$ cat config.mk
export PLATFORM = sky130hd
export DESIGN_NAME = ssp_tx_ctrl_flat
export DESIGN_NICKNAME = d
export VERILOG_FILES = /design/src/rtl/ssp_pkg.sv /design/src/rtl/ssp_tx_ctrl_if.sv /design/src/rtl/ssp_clk_div.sv /design/src/rtl/ssp_tx_ctrl.sv /design/src/flat_wrapper.sv
export SDC_FILE = /design/constraint.sdc
export NUM_CORES = 1
export LEC_CHECK = 0
export CORE_ASPECT_RATIO = 1.25
export CORE_MARGIN = 2
export CORE_UTILIZATION = 24
export CTS_BUF_LIST = sky130_fd_sc_hd__clkbuf_2 sky130_fd_sc_hd__clkbuf_4 sky130_fd_sc_hd__clkbuf_8
export CTS_CLUSTER_SIZE = 25
export DETAILED_ROUTE_END_ITERATION = 16
export PLACE_DENSITY_LB_ADDON = 0.05
export SLEW_MARGIN = 20
export SYNTH_ARGS = -nofsm -noshare
export SYNTH_HDL_FRONTEND = slang
export SYNTH_HIERARCHICAL = 1
export SYNTH_SLANG_ARGS = --single-unit
export TNS_END_PERCENT = 100
$ cat constraint.sdc
create_clock -name i_PCLK -period 2.05 [get_ports i_PCLK]
set_clock_uncertainty 0.05 [all_clocks]
set_input_delay 0.41 -clock i_PCLK [delete_from_list [all_inputs] [get_ports i_PCLK]]
set_output_delay 0.41 -clock i_PCLK [all_outputs]
set_load 0.02 [all_outputs]
$ cat src/rtl/ssp_pkg.sv
// Shared SSP constants and state encodings, used by the TX and RX controllers.
package ssp_pkg;

   localparam int SSP_DATA_WIDTH = 8;
   localparam int SSP_CLK_DIV    = 2;
   localparam int SSP_POP_LAT    = 4;

   typedef enum logic [2:0] {
      IDLE   = 3'd0,
      LOAD   = 3'd1,
      FRAME  = 3'd2,
      SHIFT  = 3'd3,
      PARITY = 3'd4
   } ssp_state_t;

   // Counter width that stays legal (>=1 bit) even when only one value is needed.
   function automatic int ssp_cnt_width(input int n);
      return (n > 1) ? $clog2(n) : 1;
   endfunction

endpackage

$ cat src/rtl/ssp_tx_ctrl_if.sv
// TX sequencer bus: FIFO handshake on one side, SSP pad signals on the other.
// master = environment (FIFO, control register, pads); slave = ssp_tx_ctrl.
interface ssp_tx_ctrl_if
   import ssp_pkg::*;
#(
   parameter int DATA_WIDTH = SSP_DATA_WIDTH
);

   logic                  i_EN;
   logic                  i_TX_VALID;
   logic [DATA_WIDTH-1:0] i_TXDATA;
   logic                  o_REQ;
   logic                  o_SSPTXD;
   logic                  o_SSPCLKOUT;
   logic                  o_SSPFSSOUT;
   logic                  o_SSPOE_B;
   logic                  o_BUSY;

   modport master (
      output i_EN, i_TX_VALID, i_TXDATA,
      input  o_REQ, o_SSPTXD, o_SSPCLKOUT, o_SSPFSSOUT, o_SSPOE_B, o_BUSY
   );

   modport slave (
      input  i_EN, i_TX_VALID, i_TXDATA,
      output o_REQ, o_SSPTXD, o_SSPCLKOUT, o_SSPFSSOUT, o_SSPOE_B, o_BUSY
   );

endinterface

$ cat src/rtl/ssp_clk_div.sv
// SSP serial clock divider: counts half periods of the serial clock, flags the
// ticks that toggle it, and owns the registered serial clock itself.
// CLK_DIV must be even and at least 2.
module ssp_clk_div
   import ssp_pkg::*;
#(
   parameter int CLK_DIV = SSP_CLK_DIV
) (
   input  logic clk,
   input  logic rst,
   input  logic clr,
   input  logic run,
   output logic rise_tick,
   output logic fall_tick,
   output logic sclk
);

   localparam int HALF = CLK_DIV / 2;
   localparam int CW   = ssp_cnt_width(HALF);
   localparam logic [CW-1:0] TERM = CW'(HALF - 1);

   logic [CW-1:0] cnt;
   logic          tick;

   assign tick      = run && (cnt == TERM);
   assign rise_tick = tick && !sclk;
   assign fall_tick = tick && sclk;

   // Half-period counter; wraps at the terminal count, held at zero when cleared.
   always_ff @(posedge clk or posedge rst) begin
      if (rst) begin
         cnt <= '0;
      end else if (clr) begin
         cnt <= '0;
      end else if (run) begin
         cnt <= (cnt == TERM) ? '0 : cnt + 1'b1;
      end
   end

   // Serial clock toggles on every tick and parks low while cleared.
   always_ff @(posedge clk or posedge rst) begin
      if (rst) begin
         sclk <= 1'b0;
      end else if (clr) begin
         sclk <= 1'b0;
      end else if (tick) begin
         sclk <= ~sclk;
      end
   end

endmodule

$ cat src/rtl/ssp_tx_ctrl.sv
// SSP transmit sequencer: pops words from the TX FIFO and sends them MSB-first
// in TI-style frames (one serial clock period of frame sync, then the data).
// Optional build macro SSP_TX_PARITY_EN appends an odd-parity bit to each word.
module ssp_tx_ctrl
   import ssp_pkg::*;
#(
   parameter int DATA_WIDTH = SSP_DATA_WIDTH,
   parameter int CLK_DIV    = SSP_CLK_DIV,
   parameter int POP_LAT    = SSP_POP_LAT
) (
   input  logic          i_PCLK,
   input  logic          i_CLEAR,
   ssp_tx_ctrl_if.slave  bus
);

   localparam int BW = ssp_cnt_width(DATA_WIDTH);
   localparam int PW = ssp_cnt_width(POP_LAT + 1);

   ssp_state_t            state;
   ssp_state_t            state_next;
   logic [DATA_WIDTH-1:0] shreg;
   logic [BW-1:0]         bit_cnt;
   logic [PW-1:0]         pop_wait;
   logic                  start_ok;
   logic                  div_clr;
   logic                  rise_tick;
   logic                  fall_tick;
   logic                  sclk;

   logic req, req_next;
   logic txd, txd_next;
   logic fss, fss_next;
   logic oe_b, oe_b_next;
   logic busy, busy_next;

   assign start_ok = bus.i_EN && bus.i_TX_VALID && (pop_wait == '0);
   assign div_clr  = (state == IDLE) || (state == LOAD);

   ssp_clk_div #(
      .CLK_DIV (CLK_DIV)
   ) u_clk_div (
      .clk       (i_PCLK),
      .rst       (i_CLEAR),
      .clr       (div_clr),
      .run       (!div_clr),
      .rise_tick (rise_tick),
      .fall_tick (fall_tick),
      .sclk      (sclk)
   );

   // State register.
   always_ff @(posedge i_PCLK or posedge i_CLEAR) begin
      if (i_CLEAR) begin
         state <= IDLE;
      end else begin
         state <= state_next;
      end
   end

   // Next state plus the next value of every registered output.
   always_comb begin
      state_next = state;
      case (state)
         IDLE: begin
            if (start_ok) state_next = LOAD;
         end
         LOAD: begin
            state_next = FRAME;
         end
         FRAME: begin
            if (fall_tick) state_next = SHIFT;
         end
         SHIFT: begin
            if (fall_tick && (bit_cnt == '0)) begin
`ifdef SSP_TX_PARITY_EN
               state_next = PARITY;
`else
               state_next = start_ok ? LOAD : IDLE;
`endif
            end
         end
`ifdef SSP_TX_PARITY_EN
         PARITY: begin
            if (fall_tick) state_next = start_ok ? LOAD : IDLE;
         end
`endif
         default: begin
            state_next = IDLE;
         end
      endcase

      req_next  = (state == LOAD);
      fss_next  = (state_next == FRAME);
      busy_next = (state_next != IDLE);
      oe_b_next = oe_b;
      txd_next  = txd;
      case (state_next)
         IDLE: begin
            oe_b_next = 1'b1;
            txd_next  = 1'b0;
         end
         LOAD: begin
         end
         FRAME: begin
            oe_b_next = 1'b0;
            txd_next  = 1'b0;
         end
         default: begin
            oe_b_next = 1'b0;
         end
      endcase

      if ((state == SHIFT) && rise_tick) txd_next = shreg[bit_cnt];
`ifdef SSP_TX_PARITY_EN
      if ((state == PARITY) && rise_tick) txd_next = ~^shreg;
`endif
   end

   // Word capture and FIFO pop holdoff; the holdoff restarts at every pop.
   always_ff @(posedge i_PCLK or posedge i_CLEAR) begin
      if (i_CLEAR) begin
         shreg    <= '0;
         pop_wait <= '0;
      end else if (state == LOAD) begin
         shreg    <= bus.i_TXDATA;
         pop_wait <= PW'(POP_LAT);
      end else if (pop_wait != '0) begin
         pop_wait <= pop_wait - 1'b1;
      end
   end

   // Bit index: starts at the MSB when the frame sync ends, steps down per bit.
   always_ff @(posedge i_PCLK or posedge i_CLEAR) begin
      if (i_CLEAR) begin
         bit_cnt <= '0;
      end else if ((state == FRAME) && fall_tick) begin
         bit_cnt <= BW'(DATA_WIDTH - 1);
      end else if ((state == SHIFT) && fall_tick && (bit_cnt != '0)) begin
         bit_cnt <= bit_cnt - 1'b1;
      end
   end

   // Output registers, so the pads and the FIFO see glitch-free levels.
   always_ff @(posedge i_PCLK or posedge i_CLEAR) begin
      if (i_CLEAR) begin
         req  <= 1'b0;
         txd  <= 1'b0;
         fss  <= 1'b0;
         oe_b <= 1'b1;
         busy <= 1'b0;
      end else begin
         req  <= req_next;
         txd  <= txd_next;
         fss  <= fss_next;
         oe_b <= oe_b_next;
         busy <= busy_next;
      end
   end

   assign bus.o_REQ       = req;
   assign bus.o_SSPTXD    = txd;
   assign bus.o_SSPCLKOUT = sclk;
   assign bus.o_SSPFSSOUT = fss;
   assign bus.o_SSPOE_B   = oe_b;
   assign bus.o_BUSY      = busy;

endmodule
$ cat src/flat_wrapper.sv
// flat-port wrapper written by rule: the top's interface ports become plain ports
module ssp_tx_ctrl_flat import ssp_pkg::*;
#(
   parameter int DATA_WIDTH = SSP_DATA_WIDTH,
   parameter int CLK_DIV    = SSP_CLK_DIV,
   parameter int POP_LAT    = SSP_POP_LAT
)
  (i_PCLK, i_CLEAR, bus_i_EN, bus_i_TX_VALID, bus_i_TXDATA, bus_o_REQ, bus_o_SSPTXD, bus_o_SSPCLKOUT, bus_o_SSPFSSOUT, bus_o_SSPOE_B, bus_o_BUSY);
  ssp_tx_ctrl_if #(.DATA_WIDTH(DATA_WIDTH)) bus_i ();
  input  logic i_PCLK;
  input  logic i_CLEAR;
  input wire logic [$bits(bus_i.i_EN)-1:0] bus_i_EN;
  input wire logic [$bits(bus_i.i_TX_VALID)-1:0] bus_i_TX_VALID;
  input wire logic [$bits(bus_i.i_TXDATA)-1:0] bus_i_TXDATA;
  output wire logic [$bits(bus_i.o_REQ)-1:0] bus_o_REQ;
  output wire logic [$bits(bus_i.o_SSPTXD)-1:0] bus_o_SSPTXD;
  output wire logic [$bits(bus_i.o_SSPCLKOUT)-1:0] bus_o_SSPCLKOUT;
  output wire logic [$bits(bus_i.o_SSPFSSOUT)-1:0] bus_o_SSPFSSOUT;
  output wire logic [$bits(bus_i.o_SSPOE_B)-1:0] bus_o_SSPOE_B;
  output wire logic [$bits(bus_i.o_BUSY)-1:0] bus_o_BUSY;
  assign bus_i.i_EN = bus_i_EN;
  assign bus_i.i_TX_VALID = bus_i_TX_VALID;
  assign bus_i.i_TXDATA = bus_i_TXDATA;
  assign bus_o_REQ = bus_i.o_REQ;
  assign bus_o_SSPTXD = bus_i.o_SSPTXD;
  assign bus_o_SSPCLKOUT = bus_i.o_SSPCLKOUT;
  assign bus_o_SSPFSSOUT = bus_i.o_SSPFSSOUT;
  assign bus_o_SSPOE_B = bus_i.o_SSPOE_B;
  assign bus_o_BUSY = bus_i.o_BUSY;
  ssp_tx_ctrl #(.DATA_WIDTH(DATA_WIDTH), .CLK_DIV(CLK_DIV), .POP_LAT(POP_LAT)) u_core (.i_PCLK(i_PCLK), .i_CLEAR(i_CLEAR), .bus(bus_i));
endmodule
# Word-level counts from Yosys, hierarchy flattened

Cells that the tools add are included.

Output and inout bits: 6
Bits of input ports: 12
Flip-flop bits (word level): 24
Word-level logic and storage cells: 65

Reductions and logical operators: 25
Muxes and demuxes: 18
Magnitude comparators: 1
Add/sub/neg operators: 3
Eq/ne operators: 5
Bitwise logic cells: 2

Operators with widths:

| operator            | count |
|---|---|
| $mux 3              | 7 |
| $logic_not 3->1     | 4 |
| $pmux 3 s4          | 1 |
| $logic_and 1x1->1   | 10 |
| $eq 3x2->1 const B  | 3 |
| $reduce_bool 3->1   | 3 |
| $mux 1              | 8 |
| $reduce_bool 2->1   | 4 |
| $eq 3x1->1 const B  | 2 |
| $sub 3x1->3 const B | 2 |
| $lt 3x4->1 const B  | 1 |
| $bmux 1 s3          | 1 |
| $logic_not 1->1     | 2 |
| $not 1->1           | 2 |
| $pmux 1 s2          | 1 |
| $reduce_or 2->1     | 1 |
| $add 1x1->1 const B | 1 |
| $logic_or 1x1->1    | 1 |

# Depth between registers and ports, before layout

Gate-level depths: netlist (run 1).

Word-level depth: 12
Gate-level depth with buffers: 7
Mapped depth without buffers: 7

# Cells and area by module

Netlist (run 1), hierarchy kept.

Modules (own cells, without submodules):

| module      | area an instance (um^2) | sequential area each (um^2) | instances | cells each |
|---|---|---|---|---|
| ssp_tx_ctrl | 1062.3                  | 551.8                       | 1         | 92 |
| ssp_clk_div | 57.6                    | 25.0                        | 1         | 6 |

# Worst setup path before layout (run 1)

OpenSTA, ideal clock, no wires.

Path kind: register -> register
Start point: register u_core.state[1]
End point: register u_core.bit_cnt[1]
Slack: 404 ps
Stages on the path, launching flop included: 8
Arrival: 1519 ps
Path buffers: 0
Library setup time: 77 ps
Path through: dfrtp_1 -> nor2_1 -> inv_1 -> and2_2 -> and3b_1 -> nor2b_1 -> a22o_1 -> a21oi_1

Cells in the longest elaborated chain, start to end: 8

RTL lines:

| what                                          | RTL line           | source |
|---|---|---|
| start, declared                               | ssp_tx_ctrl.sv:19  | `ssp_state_t state;` |
| start signal, assigned                        | ssp_tx_ctrl.sv:56  | `state <= state_next;` |
| $eq 3x1->1 or $logic_not 3->1 (tied branches) | ssp_tx_ctrl.sv:37  | `assign div_clr = (state == IDLE) \|\| (state == LOAD);` |
| $logic_or 1x1->1 (*)                          | ssp_tx_ctrl.sv:37  |  |
| via u_core.div_clr                            | ssp_tx_ctrl.sv:25  | `logic div_clr;` |
| $logic_not 1->1 (*)                           | ssp_tx_ctrl.sv:45  | `.run (!div_clr),` |
| $logic_and 1x1->1 (*)                         | ssp_clk_div.sv:25  | `assign tick = run && (cnt == TERM);` |
| $logic_and 1x1->1 (*)                         | ssp_clk_div.sv:27  | `assign fall_tick = tick && sclk;` |
| via u_core.fall_tick                          | ssp_tx_ctrl.sv:27  | `logic fall_tick;` |
| $logic_and 1x1->1 (2 in series)               | ssp_tx_ctrl.sv:138 | `end else if ((state == SHIFT) && fall_tick && (bit_cnt != '0)) begin` |
| $reduce_bool 2->1 (no source line)            | n/a                |  |
| end signal, assigned                          | ssp_tx_ctrl.sv:137 | `bit_cnt <= BW'(DATA_WIDTH - 1);` |
| end signal, assigned                          | ssp_tx_ctrl.sv:139 | `bit_cnt <= bit_cnt - 1'b1;` |
| end, declared                                 | ssp_tx_ctrl.sv:22  | `logic [BW-1:0] bit_cnt;` |

The timed path passes the listed nets; every way through them passes the cells marked *.
A chain may end at the register's enable or synchronous reset.

# Worst setup path after layout (run 1)

Start point: register u_core.oe_b, in the netlist u_core/bus.o_SSPOE_B
End point: output bus_o_SSPOE_B

RTL lines:

| what                   | RTL line           | source |
|---|---|---|
| start, declared        | ssp_tx_ctrl.sv:33  | `logic oe_b, oe_b_next;` |
| start signal, assigned | ssp_tx_ctrl.sv:155 | `oe_b <= oe_b_next;` |
| end, declared          | flat_wrapper.sv:19 | `output wire logic [$bits(bus_i.o_SSPOE_B)-1:0] bus_o_SSPOE_B;` |

No word-level cell between the ends.

==> results of run 1 <==
==> per-stage QoR <==
stage                     power [mW]  cells   util
after floorplan                 1.15     98      -
after global placement          1.30    173  0.304
final                           1.58    177  0.315
after CTS                       1.61    177  0.315
after global routing            1.74    177  0.315
after detailed placement        1.30    173  0.304
==> how the worst max path moves through the flow <==
stage          slack (ns)                endpoint
2_1_floorplan        0.40       u_core/bit_cnt[1]
4_1_cts              0.18           bus_o_SSPOE_B
3_5_place_dp         0.24  u_core/bus.o_SSPFSSOUT
6_report             0.20           bus_o_SSPOE_B
3_3_place_gp         0.28  u_core/bus.o_SSPFSSOUT
5_1_grt              0.16           bus_o_SSPOE_B
==> power groups by stage <==
| stage | combinational (mW) | sequential (mW) | clock, mW |
|---|---|---|---|
| final | 0.571 | 0.710 | 0.297 |
| after global routing | 0.667 | 0.735 | 0.337 |
| after CTS | 0.581 | 0.713 | 0.317 |
| after detailed placement | 0.578 | 0.723 | 0 |
| after global placement | 0.575 | 0.722 | 0 |
| after floorplan | 0.458 | 0.695 | 0 |
==> layout make-up <==
cell class / count / area [sq um] / area share
repair buffers: 20 / 193 / 0.137
flip-flops and latches: 23 / 577 / 0.410
multi-input cells: 62 / 477 / 0.339
well taps: 58 / 72.6 / 0.0516
clock buffers: 4 / 48.8 / 0.0347
inverters: 10 / 38.8 / 0.0276
==> synthesized netlist by cell type (all sizes together) <==
master and count:
a311o 1, dfrtp 22, a21oi 3, a311oi 1, conb 1, a31oi 1
inv 9, nor3b 1, a22oi 1, and2 3, clkinv 1, mux2 8
a211oi 1, o21a 1, o21ai 3, a22o 2, ha 4, nand2 7
xnor2 2, o22ai 1, nor2b 2, nand4b 2, buf 3, dfstp 1
and2b 2, mux4 1, nor2 10, and3b 2, mux2i 2
==> routing by layer <==
metal | track usage | up-vias
li1 | - | 376
met1 | 0.113 | 366
met2 | 0.145 | 14
met3 | 0.0252 | 4
met4 | 0.0563 | 0
met5 | 0 | -
==> worst register-to-register path, delay by kind of cell, from the launching register on <==
kind | cells | cell delay (ns)
and+or+nand+nor | 2 | 0.37
DFF | 1 | 0.49
adders and majority gates | 1 | 0.23
buffers and inverters | 1 | 0.10
AOI/OAI and AO/OA | 2 | 0.38
==> kinds of logic after synthesis <==
group	count (synthesis)	share of synthesized area
DFF	23	0.515
buffers and inverters	13	0.0592
and+or+nand+nor	29	0.141
AOI/OAI and AO/OA	15	0.0994
other	1	0.00335
adders and majority gates	4	0.0447
xor gates and xnor gates	2	0.0156
muxes	11	0.122
==> state kept, by name, indices dropped and copies added, names as in the netlist, 3 cells and up <==
signal and count:
u_core/state 3, u_core/shreg 8, u_core/bit_cnt 3, u_core/pop_wait 3
==> cell usage in the layout, fill, tap and decap left out, types with 2 or more instances in the layout <==
cell                              instances
sky130_fd_sc_hd__clkbuf_8                 3
sky130_fd_sc_hd__dfrtp_1                 22
sky130_fd_sc_hd__clkdlybuf4s50_1         17
sky130_fd_sc_hd__nand4b_1                 2
sky130_fd_sc_hd__mux2_2                   8
sky130_fd_sc_hd__a22o_1                   2
sky130_fd_sc_hd__nor2b_1                  2
sky130_fd_sc_hd__and3b_1                  2
sky130_fd_sc_hd__inv_1                    9
sky130_fd_sc_hd__xnor2_1                  2
sky130_fd_sc_hd__mux2i_1                  2
sky130_fd_sc_hd__a21oi_1                  3
sky130_fd_sc_hd__buf_4                    3
sky130_fd_sc_hd__nor2_1                  10
sky130_fd_sc_hd__ha_1                     4
sky130_fd_sc_hd__nand2_1                  7
==> flow_summary.ini, run 1 <==
[synthesis]
synthTopCellsByArea = sky130_fd_sc_hd__dfrtp_1 49%, sky130_fd_sc_hd__mux2_2 8.0%, sky130_fd_sc_hd__ha_1 4.5%
synth_instances = 98
avgSynthCellArea_sq_um = 11.4
syn_nets = 114
synth_seq_area_share = 0.515
synth.largest_area_cell = sky130_fd_sc_hd__dfrtp_1
synth_top_area_share = 0.492
yosysWarnings = 6
synthesis.area_sq_um = 1120
synth_cell_types = 35
ys_ff_latch = 23

[layout]
antenna_cells = 0
filler_cell_count_in_the_final_layout = 486
num-nets-final = 136
post_route_cells_drive_above_1_share = 0.185
layout-area-overhead-vs-synth_pct = 25.6
design_area_sq_um = 1410

[die]
ios = 18
die_height_um = 80.4
die_area_sq_um = 5230
placeableCoreArea_sq_um = 4460
num_rows = 27
initial_utilization = 0.251
die_w_um = 65.1

[clock_network]
cts.hold.buffers_added = 0
clockRootBuffer = sky130_fd_sc_hd__clkbuf_8
clkSlewWorstSetupHoldPaths_ns = 0.08
cts-buffers-inserted = 3
clock_path_buffers = 2
clkLatencyLatePin_ns = 0.26
cts_setup_buffers = 0
cts_num_sinks = 23
cts_tree = built
cts_max_level = 1
post_cts_resize_count = 0

[global_routing]
first_global_vias = 797
grt_use_total = 0.0930
grt_antenna_before_repair = 0
grt_pass1_wl_um = 3650
globalRouteOverflowTotal = 0
grt_start_max_net_pins = 23

[run_status]
run_status = finished clean

[timing]
grt_setup_unrepaired = no
setup_viol = 0
final_slew_violations = 0
max_freq_mhz = 541
fin_tns_setup_ns = 0
timing.hold.ws_ns = 0.257
finalHoldViolCount = 0
post-route-worst-setup-slack_ns = 0.200
min_period_over_period = 0.902
final_period_minus_worst_setup_slack_ns = 1.85

[critical_path]
nature_of_the_critical_path_endpoint = primary output
max_stage_delay_ns = 0.59
r2r_setup_slk_ns = 0.32
critPathMaxFanout = 2
critPathKind = reg -> out
timing.critical_path.arrival_ns = 1.39
worstPathBufferInverterCount = 1
rr_endpoint = u_core/bus.o_SSPFSSOUT
path_depth = 1
timing.critical_path.required_ns = 1.59
worst_path_cell_trace = clkdlybuf4s50_1
worst-r2r-cell-count = 6
cp-start-kind = flip-flop
crit_path_top_delay_cell = sky130_fd_sc_hd__clkdlybuf4s50_1
timing.critical_path.max_delay_family = buffers and inverters
rr_startpoint = u_core/bit_cnt[0]
crit_start = u_core/bus.o_SSPOE_B

[placed_design]
io_buffers = 17
gp_routability_congestion = 0.663
preCtsSetupSlack_ns = 0.243
place_hpwl_um = 1450
post_dp_cell_area_sq_um = 1360

[routing]
met2_wirelength_um = 971
wl_um = 2010
route.detailed.vias_per_inst = 4.29
wl_per_cell_um = 11.4
drt_first_iter_violations = 16
routed_length_on_met1_um = 907
antenna_violation_net_count_after_detailed_routing = 0
routed-via-count = 760
highest-signal-layer = met4
drc_violations_left = 0
detail_route.first_pass.iterations = 4
dr_wl_met3_um = 87

[pwr]
power_density_over_cell_area_nw_per_um2 = 1120
power.share.clock = 0.188
share_seq_of_total_power = 0.450
switchingPower_mw = 0.506
power.internal_mw = 1.07
max-vdd-ir-drop_uv = 420
cellLeakagePower_nw = 0.634
power.share.switching = 0.320
comb_power_share = 0.362

[flow_run]
maxCapViolCount = 0

[hold_path]
min_path_type = in -> async
No activity file was read; power rests on OpenSTA's default activity.
==> run 2, diff against run 1 <==
--- a/config.mk
+++ b/config.mk
@@ -8,7 +8,7 @@
 export CORE_ASPECT_RATIO = 1.25
 export CORE_MARGIN = 2
 export CORE_UTILIZATION = 24
-export CTS_BUF_LIST = sky130_fd_sc_hd__clkbuf_2 sky130_fd_sc_hd__clkbuf_4 sky130_fd_sc_hd__clkbuf_8
+export CTS_BUF_LIST = sky130_fd_sc_hd__clkbuf_8
 export CTS_CLUSTER_SIZE = 25
 export DETAILED_ROUTE_END_ITERATION = 16
 export PLACE_DENSITY_LB_ADDON = 0.05
==> run 2 against run 1 <==
Worst hold slack barely moved. First-iteration DRC count did not move. Largest cell class unchanged. Critical endpoint unchanged. Combinational power barely moved. Global-route usage did not move. Non-clock buffer count did not move. Utilization fell by 0.084 points. Fmax did not move. Register-to-register slack barely moved. Clock-buffer cell count fell by 1. Sequential share of layout area rose by 0.11 points. Setup slack did not move. Flip-flop and latch count did not move.
==> flow_summary.ini, run 2 (synthesized netlist as in run 1, its figures left out) <==
[pwr]
report.power.total_mw = 1.56
max-vdd-ir-drop_uv = 420
power.internal_mw = 1.05
cellLeakagePower_nw = 0.635
comb_power_share = 0.366
power.share.clock = 0.179
power_density_over_cell_area_nw_per_um2 = 1110
power.share.switching = 0.324
switchingPower_mw = 0.506
share_seq_of_total_power = 0.455

[global_routing]
grt_start_max_net_pins = 23
grt_pass1_wl_um = 3650
globalRouteOverflowTotal = 0
grt_use_total = 0.0930
grt_antenna_before_repair = 0
first_global_vias = 797

[routing]
drt_first_iter_violations = 16
route.detailed.vias_per_inst = 4.29
routed-via-count = 760
detail_route.first_pass.iterations = 4
wl_per_cell_um = 11.4
antenna_violation_net_count_after_detailed_routing = 0
wl_um = 2010
drc_violations_left = 0

[die]
die_height_um = 80.4
placeableCoreArea_sq_um = 4460
die_w_um = 65.1
ios = 18
initial_utilization = 0.251
die_area_sq_um = 5230
num_rows = 27

[clock_network]
cts.hold.buffers_added = 0
cts_num_sinks = 23
clkSlewWorstSetupHoldPaths_ns = 0.08
cts_max_level = 1
clockRootBuffer = sky130_fd_sc_hd__clkbuf_8
cts_setup_buffers = 0
cts-buffers-inserted = 3
post_cts_resize_count = 0
clock_path_buffers = 2
cts_tree = built
clkLatencyLatePin_ns = 0.26

[layout]
layout-area-overhead-vs-synth_pct = 25.3
post_route_cells_drive_above_1_share = 0.176
design_area_sq_um = 1400
num-nets-final = 136
layout_common_cells = 22 x sky130_fd_sc_hd__dfrtp_1, 17 x sky130_fd_sc_hd__clkdlybuf4s50_1, 10 x sky130_fd_sc_hd__inv_1, 10 x sky130_fd_sc_hd__nor2_1, 8 x sky130_fd_sc_hd__mux2_2
filler_cell_count_in_the_final_layout = 485
leading_cell_type_in_the_layout_fill_and_taps_excluded = sky130_fd_sc_hd__dfrtp_1
regMostFlops = u_core/shreg
antenna_cells = 0
largest_reg_flops = 8

[flow_run]
maxCapViolCount = 0

[timing]
final_period_minus_worst_setup_slack_ns = 1.85
finalHoldViolCount = 0
post-route-worst-setup-slack_ns = 0.200
timing.hold.ws_ns = 0.257
max_freq_mhz = 541
fin_tns_setup_ns = 0
final_slew_violations = 0
grt_setup_unrepaired = no
setup_viol = 0
min_period_over_period = 0.902

[placed_design]
io_buffers = 17
preCtsSetupSlack_ns = 0.243
post_dp_cell_area_sq_um = 1360
gp_routability_congestion = 0.663
place_hpwl_um = 1450

[hold_path]
min_path_type = in -> async

[critical_path]
crit_path_top_delay_cell = sky130_fd_sc_hd__clkdlybuf4s50_1
timing.critical_path.arrival_ns = 1.39
cp-start-kind = flip-flop
timing.critical_path.max_delay_family = buffers and inverters
max_stage_delay_ns = 0.59
worstPathBufferInverterCount = 1
critPathKind = reg -> out
worst_path_cell_trace = clkdlybuf4s50_1
nature_of_the_critical_path_endpoint = primary output
timing.critical_path.required_ns = 1.59
critPathMaxFanout = 2

[run_status]
run_status = finished clean
## run 2: cell count changes in the layout (fill, tap and decap cells not counted)
cell	previous run	this run
sky130_fd_sc_hd__clkbuf_4	1	0
sky130_fd_sc_hd__inv_1	9	10
## run 2: through the flow
step | util | cells
after floorplan | - | 98
after global placement | 0.304 | 173
after detailed placement | 0.304 | 173
after CTS | 0.315 | 177
after global routing | 0.315 | 177
final | 0.315 | 177
## run 2: path summary, 6_finish.rpt
kind / cells after the start / start / to / slack [ns]
max: 1 / u_core/bus.o_SSPOE_B / bus_o_SSPOE_B / 0.20
min: 2 / i_CLEAR / u_core/u_clk_div/sclk / 0.26
max reg2reg: 6 / u_core/bit_cnt[0] / u_core/bus.o_SSPFSSOUT / 0.32
min reg2reg: 1 / u_core/shreg[7] / u_core/shreg[7] / 0.46
max in group asynchronous: 3 / i_CLEAR / u_core/bus.o_SSPOE_B / 1.20
min in group i_PCLK: 1 / u_core/shreg[7] / u_core/shreg[7] / 0.46
## run 2: cell type report
cell class	count	area, sq um	share of cell area
flip-flops and latches	23	577	0.411
multi-input cells	62	477	0.340
repair buffers	20	193	0.137
well taps	58	72.6	0.0517
clock buffers	3	41.3	0.0294
inverters	10	38.8	0.0277
clock inverters	1	3.75	0.00268
## run 2: power groups by stage
stage | clock (mW) | combinational (mW) | sequential [mW]
5_1_grt | 0.319 | 0.667 | 0.735
4_1_cts | 0.299 | 0.581 | 0.713
3_3_place_gp | 0 | 0.575 | 0.722
3_5_place_dp | 0 | 0.578 | 0.723
2_1_floorplan | 0 | 0.458 | 0.695
6_report | 0.279 | 0.571 | 0.710
## run 2: routing by layer
metal	share of wire	wire, um	GRT usage
met3	0.043	87	0.0252
met4	0.023	47	0.0563
met1	0.45	907	0.113
met5	0	0	0
met2	0.48	971	0.145
==> run 3, diff against run 2 <==
--- a/config.mk
+++ b/config.mk
@@ -11,6 +11,7 @@
 export CTS_BUF_LIST = sky130_fd_sc_hd__clkbuf_8
 export CTS_CLUSTER_SIZE = 25
 export DETAILED_ROUTE_END_ITERATION = 16
+export GPL_TIMING_DRIVEN = 0
 export PLACE_DENSITY_LB_ADDON = 0.05
 export SLEW_MARGIN = 20
 export SYNTH_ARGS = -nofsm -noshare
==> run 3 against run 2 <==
Clock power up 1%. Critical path depth unchanged. Total power up 1.0%. Combinational power up 5.3%. Flip-flop and latch count unchanged. Wire length up 5.9%. Die area unchanged. Register-to-register slack worse by 0.12 ns. Setup slack worse by 0.0054 ns. Critical endpoint unchanged.
==> flow_summary.ini, run 3 (synthesized netlist as in run 1, its figures left out) <==
[routing]
detail_route.first_pass.iterations = 3
wl_per_cell_um = 12.0
routed-via-count = 754
route.detailed.vias_per_inst = 4.26
wl_um = 2130
antenna_violation_net_count_after_detailed_routing = 0
drt_first_iter_violations = 12
drc_violations_left = 0

[critical_path]
timing.critical_path.required_ns = 1.59
nature_of_the_critical_path_endpoint = primary output
critPathKind = reg -> out
crit_start = u_core/bus.o_SSPOE_B
cp-start-kind = flip-flop
r2r_setup_slk_ns = 0.20
rr_startpoint = u_core/state[1]
critPathMaxFanout = 2
path_depth = 1
timing.critical_path.arrival_ns = 1.40
worstPathBufferInverterCount = 1
rr_endpoint = u_core/bit_cnt[1]
crit_path_top_delay_cell = sky130_fd_sc_hd__clkdlybuf4s50_1
worst-r2r-cell-count = 7
max_stage_delay_ns = 0.59
timing.critical_path.max_delay_family = buffers and inverters
worst_path_cell_trace = clkdlybuf4s50_1

[die]
num_rows = 27
ios = 18
die_w_um = 65.1
die_area_sq_um = 5230
placeableCoreArea_sq_um = 4460
initial_utilization = 0.251
die_height_um = 80.4

[timing]
final_period_minus_worst_setup_slack_ns = 1.86
max_slew_headroom = 0.414
post-route-worst-setup-slack_ns = 0.195
final_slew_violations = 0
min_period_over_period = 0.905
max_freq_mhz = 539
worst-slew-pin-transition_ns = 0.878
fin_tns_setup_ns = 0
grt_setup_unrepaired = no
finalHoldViolCount = 0
setup_viol = 0

[global_routing]
grt_antenna_before_repair = 0
first_global_vias = 787
globalRouteOverflowTotal = 0
grt_start_max_net_pins = 23
grt_pass1_wl_um = 3660
grt_use_total = 0.0926

[clock_network]
cts-buffers-inserted = 3
cts_max_level = 1
clkSlewWorstSetupHoldPaths_ns = 0.09
clkLatencyLatePin_ns = 0.26
cts_tree = built
cts_setup_buffers = 0
clock_path_buffers = 2
post_cts_resize_count = 0
cts.hold.buffers_added = 0
cts_num_sinks = 23
clockRootBuffer = sky130_fd_sc_hd__clkbuf_8

[layout]
num-nets-final = 136
leading_cell_type_in_the_layout_fill_and_taps_excluded = sky130_fd_sc_hd__dfrtp_1
antenna_cells = 0
fin_cells = 177
filler_cell_count_in_the_final_layout = 488
layout_common_cells = 22 x sky130_fd_sc_hd__dfrtp_1, 17 x sky130_fd_sc_hd__clkdlybuf4s50_1, 10 x sky130_fd_sc_hd__inv_1, 10 x sky130_fd_sc_hd__nor2_1, 8 x sky130_fd_sc_hd__mux2_2
post_route_cells_drive_above_1_share = 0.176
largest_reg_flops = 8
regMostFlops = u_core/shreg
layout-area-overhead-vs-synth_pct = 25.7

[placed_design]
placed_cells = 173
io_buffers = 17
preCtsSetupSlack_ns = 0.213
place_hpwl_um = 1530
gp_routability_congestion = 0.682

[pwr]
share_seq_of_total_power = 0.439
max-vdd-ir-drop_uv = 462
power.share.switching = 0.327
comb_power_share = 0.381
power.internal_mw = 1.06
cellLeakagePower_nw = 0.638
power.share.clock = 0.180
switchingPower_mw = 0.515
power_density_over_cell_area_nw_per_um2 = 1120

[flow_run]
maxCapViolCount = 0

[run_status]
run_status = finished clean

[hold_path]
min_path_type = in -> async
==> run 3: metal layers <==
layer | share of wire | up-vias | GRT usage | routed length, um
li1 | - | 373 | - | -
met5 | 0 | - | 0 | 0
met4 | 0.0089 | 0 | 0.0375 | 19
met1 | 0.46 | 366 | 0.117 | 986
met3 | 0.031 | 2 | 0.0210 | 66
met2 | 0.50 | 13 | 0.153 | 1060
==> run 3: how the worst max path moves through the flow <==
stage,endpoint
after detailed placement,u_core/bit_cnt[1]
after global routing,u_core/bit_cnt[1]
after CTS,bus_o_SSPOE_B
final,bus_o_SSPOE_B
after floorplan,u_core/bit_cnt[1]
after global placement,u_core/bus.o_SSPFSSOUT
==> run 3: final cells by class <==
type	count	area [sq um]	share of cell area
Clock inverter	1	3.75	0.00267
Sequential cell	23	577	0.410
Inverter	10	38.8	0.0276
Timing Repair Buffer	17	170	0.121
Buffer	3	27.5	0.0196
Clock buffer	3	41.3	0.0293
Tap cell	58	72.6	0.0516
Multi-Input combinational cell	62	477	0.339
==> run 3: worst register-to-register path, stage by stage (launching register included) <==
cell,delay (ns)
sky130_fd_sc_hd__dfrtp_1,0.47
sky130_fd_sc_hd__nor2_1,0.21
sky130_fd_sc_hd__inv_1,0.10
sky130_fd_sc_hd__and2_2,0.23
sky130_fd_sc_hd__and3b_1,0.24
sky130_fd_sc_hd__nor2b_1,0.17
sky130_fd_sc_hd__a22o_1,0.18
sky130_fd_sc_hd__a21oi_1,0.13
==> run 3: power groups by stage <==
stage	clock, mW	combinational, mW	sequential, mW
finish	0.283	0.601	0.692
global route	0.323	0.682	0.715
CTS	0.306	0.607	0.696
detailed placement	0	0.606	0.705
global placement	0	0.591	0.702
floorplan	0	0.458	0.695
==> run 3: stage by stage <==
step,power (mW),hold slack [ns],cell area (sq um),utilization
2_1_floorplan,1.15,0.0887,1120,-
3_3_place_gp,1.29,0.438,1360,0.306
3_5_place_dp,1.31,0.443,1360,0.306
4_1_cts,1.61,0.244,1410,0.316
5_1_grt,1.72,0.263,1410,0.316
6_report,1.58,0.252,1410,0.316
